$ cat src/rtl/kuz_pkg.sv
// -----------------------------------------------------------------------------
// kuz_pkg
// Shared constants and helpers for the Kuznyechik linear layer:
//   GF_POLY  - low byte of the field reduction polynomial x^8+x^7+x^6+x+1
//   L_COEF   - coefficients of the linear function l, entry 0 multiplies a15
//   gf_mul8  - GF(2^8) multiply in that field
//   conv_state_t - control states of the iterative L transform
// -----------------------------------------------------------------------------
package kuz_pkg;

   localparam logic [7:0] GF_POLY = 8'hC3;

   localparam logic [7:0] L_COEF [16] = '{
      8'd148, 8'd32,  8'd133, 8'd16,  8'd194, 8'd192, 8'd1,   8'd251,
      8'd1,   8'd192, 8'd194, 8'd16,  8'd133, 8'd32,  8'd148, 8'd1
   };

   typedef enum logic [1:0] {
      IDLE = 2'd0,
      RUN  = 2'd1,
      DONE = 2'd2
   } conv_state_t;

   // Shift-and-add multiply: walk the bits of b, doubling a (with reduction)
   // at each step and accumulating the doubled value where b has a one.
   function automatic logic [7:0] gf_mul8(input logic [7:0] a, input logic [7:0] b);
      logic [7:0] prod;
      logic [7:0] x;
      prod = '0;
      x    = a;
      for (int i = 0; i < 8; i++) begin
         if (b[i]) prod = prod ^ x;
         x = x[7] ? ((x << 1) ^ GF_POLY) : (x << 1);
      end
      return prod;
   endfunction

endpackage

$ cat src/rtl/kuz_r_step.sv
// -----------------------------------------------------------------------------
// kuz_r_step
// Combinational R step of the Kuznyechik linear layer:
//   R(a) = {l(a), a[127:8]}
// Ports:
//   data_in  [127:0]  block a, byte a15 at [127:120], a0 at [7:0]
//   data_out [127:0]  R(a)
// -----------------------------------------------------------------------------
module kuz_r_step
   import kuz_pkg::*;
(
   input  logic [127:0] data_in,
   output logic [127:0] data_out
);

   logic [7:0] l_byte;

   always_comb begin
      // NOTE: combinational logic uses blocking assignments so the running
      // XOR accumulates in order within one evaluation; registers elsewhere
      // use non-blocking.
      l_byte = '0;
      for (int i = 0; i < 16; i++) begin
         l_byte = l_byte ^ gf_mul8(L_COEF[i], data_in[127 - 8*i -: 8]);
      end
   end

   assign data_out = {l_byte, data_in[127:8]};

endmodule

$ cat src/rtl/l_conversion.sv
// -----------------------------------------------------------------------------
// l_conversion
// Iterative Kuznyechik L transform: sixteen R steps, one per clock.
// Ports:
//   clk                rising-edge clock
//   rst                synchronous active-high reset
//   enable             request level, held high for the whole conversion
//   input_word [127:0] block to transform, sampled on the start edge only
//   output_word[127:0] registered result, updated only on completion/reset
//   finish_convertion  high while the result is being presented (DONE)
// Dropping enable mid-run aborts; after DONE, enable must go low for one edge
// before a new conversion can start.
// -----------------------------------------------------------------------------
module l_conversion
   import kuz_pkg::*;
(
   input  logic         clk,
   input  logic         rst,
   input  logic         enable,
   input  logic [127:0] input_word,
   output logic [127:0] output_word,
   output logic         finish_convertion
);

   conv_state_t  state_q, state_d;
   logic [3:0]   cnt_q, cnt_d;
   logic [127:0] work_q, work_d;
   logic [127:0] out_q, out_d;
   logic         fin_q, fin_d;
   logic [127:0] r_out;

   kuz_r_step u_r_step (
      .data_in  (work_q),
      .data_out (r_out)
   );

   always_comb begin
      // NOTE: every signal gets a default before the case so no path leaves
      // it unassigned, which would otherwise infer a latch.
      state_d = state_q;
      cnt_d   = cnt_q;
      work_d  = work_q;
      out_d   = out_q;
      fin_d   = fin_q;

      unique case (state_q)
         IDLE: begin
            if (enable) begin
               work_d  = input_word;
               cnt_d   = '0;
               state_d = RUN;
            end
         end
         RUN: begin
            if (!enable) begin
               cnt_d   = '0;
               state_d = IDLE;
            end else begin
               work_d = r_out;
               cnt_d  = cnt_q + 4'd1;
               if (cnt_q == 4'd15) begin
                  out_d   = r_out;
                  fin_d   = 1'b1;
                  state_d = DONE;
               end
            end
         end
         DONE: begin
            // Result is held until enable drops; no auto-restart.
            if (!enable) begin
               fin_d   = 1'b0;
               state_d = IDLE;
            end
         end
         default: begin
            state_d = IDLE;
         end
      endcase
   end

   always_ff @(posedge clk) begin
      // NOTE: state registers use non-blocking assignments so every flop
      // samples pre-edge values, independent of statement order.
      if (rst) begin
         state_q <= IDLE;
         cnt_q   <= '0;
         work_q  <= '0;
         out_q   <= '0;
         fin_q   <= 1'b0;
      end else begin
         state_q <= state_d;
         cnt_q   <= cnt_d;
         work_q  <= work_d;
         out_q   <= out_d;
         fin_q   <= fin_d;
      end
   end

   assign output_word       = out_q;
   assign finish_convertion = fin_q;

endmodule

$ cat config.mk
export PLATFORM = sky130hd
export DESIGN_NAME = l_conversion
export DESIGN_NICKNAME = d
export VERILOG_FILES = /design/src/rtl/kuz_pkg.sv /design/src/rtl/kuz_r_step.sv /design/src/rtl/l_conversion.sv
export SDC_FILE = /design/constraint.sdc
export NUM_CORES = 1
export LEC_CHECK = 0
export CAP_MARGIN = 25
export CORE_MARGIN = 10
export CORE_UTILIZATION = 54
export CTS_CLUSTER_SIZE = 16
export DETAILED_ROUTE_END_ITERATION = 12
export HOLD_SLACK_MARGIN = 0.06
export PLACE_DENSITY = 0.89
export SLEW_MARGIN = 15
export SYNTH_ARGS = -nofsm -noshare
export SYNTH_HDL_FRONTEND = slang
export SYNTH_HIERARCHICAL = 1
export SYNTH_SLANG_ARGS = --single-unit
$ cat constraint.sdc
create_clock -name clk -period 3.4 [get_ports clk]
set_clock_uncertainty 0.1 [all_clocks]
set_input_delay 0.68 -clock clk [delete_from_list [all_inputs] [get_ports clk]]
set_output_delay 0.68 -clock clk [all_outputs]
set_load 0.1 [all_outputs]
==> results by group <==
Timing
  – Final period utilization: a little under nine tenths
  – Hold WS: about 370 ps
  – Final hold violation count: 0
  – Worst Tran Pin Value: between 800 and 900 ps
  – Fin Setup TNS: 0 ps
  – Count of final setup violators: 0
  – Relative slew slack: 41.7%
  – RSZ-0062 raised after global routing: no
  – Maximum clock rate: roughly 0.35 GHz
  – Period minus WS final: between 2000 and 3000 ps
  – Setup WS post-layout: between 500 and 600 ps
  – Slew Viols, Final: 0

Yosys
  – Mapped cell area: 14700 µm²
  – Synth area leader: dfxtp_1
  – Synth warnings: 6
  – Post-synthesis cell type count: 35
  – Avg Cell Area, Syn: roughly 10 µm²
  – Area contributors post-synth: dfxtp_1 (36%), mux2i_1 (18%), nand2b_1 (11%)
  – Cells after Synth: 1449
  – Async S/R FF share, synth: 0%
  – Post-synth top cells: dfxtp_1 (263), mux2i_1 (257), nand2b_1 (257)
  – Count leader, synth: dfxtp_1
  – Sequential cell area fraction in the yosys report: a little over a third
  – Post-synth EDFFs: 0
  – Post-synth top area share: between 30% and 40%
  – Syn_nets: between 1500 and 2000
  – Most used DFF post-synth: dfxtp_1
  – #FFs+latches synth: roughly 260

Die
  – # rows: 60
  – Starting density of the core: 54.7%
  – Core area: about 27000 µm²
  – Die Width: 185 µm
  – Die Ht: 185 µm
  – Top Ports: 260
  – Full die area: between 30000 and 40000 µm²

Clock network
  – CTS H-tree lvls: 1
  – Clk sinks: roughly 260
  – Clock transition at the registers of the reported paths: around 60 ps
  – Post-cts sizing count: 0
  – CTS max path bufs: 3
  – Root Buffer: clkbuf_16
  – Clk_lat worst skew: between 500 and 600 ps
  – Hold Buf Count CTS: 0
  – Post-CTS Setup Bufs: 0
  – CTS tree: built
  – Total CTS buffers: 28

Power and ir drop
  – Pint: approximately 7 mW
  – Clock power share: between 30% and 40%
  – PnR Total Power: about 10 mW
  – Psw: 2.94 mW
  – Sequential power share: approximately a third
  – PwrDens: 588 nW/µm²
  – Comb pwr share: 33.3%
  – Net Sw Frac: between 20% and 30%
  – Worst VDD drop: 0.000425 V
  – Pleak: about 6.9 nW

Finish
  – Area grow syn2layout: 15.8%
  – Core Util, Final: between 60% and 70%
  – Final instance area: roughly 17000 µm²
  – Nets: ~1700
  – Filler cells: 2111
  – Antenna cells: 0
  – Post-Layout Cell Count: 1907
  – Share of post-route cells with drive strength above 1: around 14%

Setup path
  – Crit start category: register
  – Largest fanout on the critical path: 5
  – Worst path max stage delay: ~470 ps
  – Critical Path Sink Type: register
  – WP data required: approximately 3700 ps
  – Crit Path Category: reg2reg
  – Crit path arrival time: between 3000 and 4000 ps
  – CP most frequent cell: xnor3_1
  – CP Cell Sequence: xnor3_1 -> xnor3_1 -> xnor2_1 -> xnor3_1 -> xnor2_1 -> mux2i_1 -> a211oi_1
  – Slowest-stage cell, CP: xnor3_1

Routing
  – Via density per instance: 5.43
  – DRT Wirelength: slightly above 40000 µm
  – Vias after detailed routing: 10400
  – Residual DRC: 0
  – Detailed router's first-iteration violation count: approximately 1000
  – WL/cell: 21.4 µm
  – Final antenna-violating net count: 0
  – Router iterations before antenna repair: 5

GRT
  – Largest net degree at the start of global routing: 168
  – Global Route Usage Sum: between 20% and 30%
  – Vias in the first global route: ~10000
  – First-pass GRT wire length: a little over 60000 µm
  – GR Overflow Total: 0
  – Initial antenna violation count: 0

Place
  – Placed Area: 16000 µm²
  – Placed instance count: between 1500 and 2000
  – DP Wirelength: a little over 30000 µm
  – Placer congestion estimate: 0.893
  – Pre-CTS WS: 524 ps
  – Count of input and output buffers: about 260

Min path
  – Hold Crit Class: reg2reg

Run status
  – Status: complete, no violations

Flow run
  – Maxcap violations: 0
## worst paths after layout
kind	end	slack (ps)	startpoint	cells after the start
hold / removal	output_word[107]	370	output_word[107]	2
hold reg to reg	output_word[107]	370	output_word[107]	2
setup reg to reg	work_q[121]	510	work_q[64]	7
setup / recovery	work_q[121]	510	work_q[64]	7
## worst max-delay path, delay by kind of cell (launching register included)
family / cells / cell delay [ps]
xor+xnor: 5 / 1890
mux: 1 / 120
flops: 1 / 430
compound gates: 1 / 270
## logic make-up (layout without fill, tap and decap cells)
logic type	after synthesis	in the layout	synth area share (%)
buffers and inverters	221	338	11.3
AND/OR/NAND/NOR	404	404	15.2
flip-flops	263	263	35.9
multiplexers	257	257	17.5
adder cells (fa/ha/maj)	1	1	0.0853
XOR/XNOR	167	167	13.1
AO/OA/AOI/OAI	136	136	6.87
## cells in the final DEF (no fill, tap or decap), types with 3 or more instances in the layout
master / n
nand2b_1: 257
dfxtp_1: 263
buf_12: 7
nand2_1: 3
buf_4: 150
a21oi_1: 4
xnor3_1: 29
clkinv_2: 5
clkdlybuf4s50_1: 129
nor2_1: 129
clkbuf_1: 4
clkbuf_8: 11
a211oi_1: 128
xor2_1: 22
mux2i_1: 257
xnor2_1: 111
clkbuf_16: 29
## power groups by stage
| stage | sequential [mW] | combinational [mW] | clock [mW] |
|---|---|---|---|
| 5_1_grt | 3.49 | 3.56 | 3.36 |
| 6_report | 3.48 | 3.32 | 3.19 |
| 3_3_place_gp | 3.54 | 3.26 | 0 |
| 2_1_floorplan | 3.39 | 2.76 | 0 |
| 3_5_place_dp | 3.54 | 3.28 | 0 |
| 4_1_cts | 3.47 | 3.31 | 3.22 |
## per-layer routing
| metal | track usage [%] | wire length, µm | vias up |
|---|---|---|---|
| li1 | - | - | 4980 |
| met1 | 30.0 | 17500 | 4980 |
| met2 | 38.6 | 19600 | 349 |
| met3 | 4.82 | 3090 | 45 |
| met4 | 4.84 | 664 | 0 |
| met5 | 0 | 0 | - |
## flip-flops by register name, indices dropped and copies added (netlist names)
register,cells
output_word,128
work_q,128
cnt_q,4
state_q,2
finish_convertion,1
## final cells by class
| class | instances | area (µm²) | share of cell area [%] |
|---|---|---|---|
| multi-input combinational | 965 | 7740 | 45.6 |
| clock buffer | 44 | 892 | 5.25 |
| timing repair buffer | 287 | 2570 | 15.2 |
| clock inverter | 7 | 85.1 | 0.501 |
| sequential | 263 | 5270 | 31.0 |
| tap | 341 | 427 | 2.51 |
No activity file was read; power rests on OpenSTA's default activity.
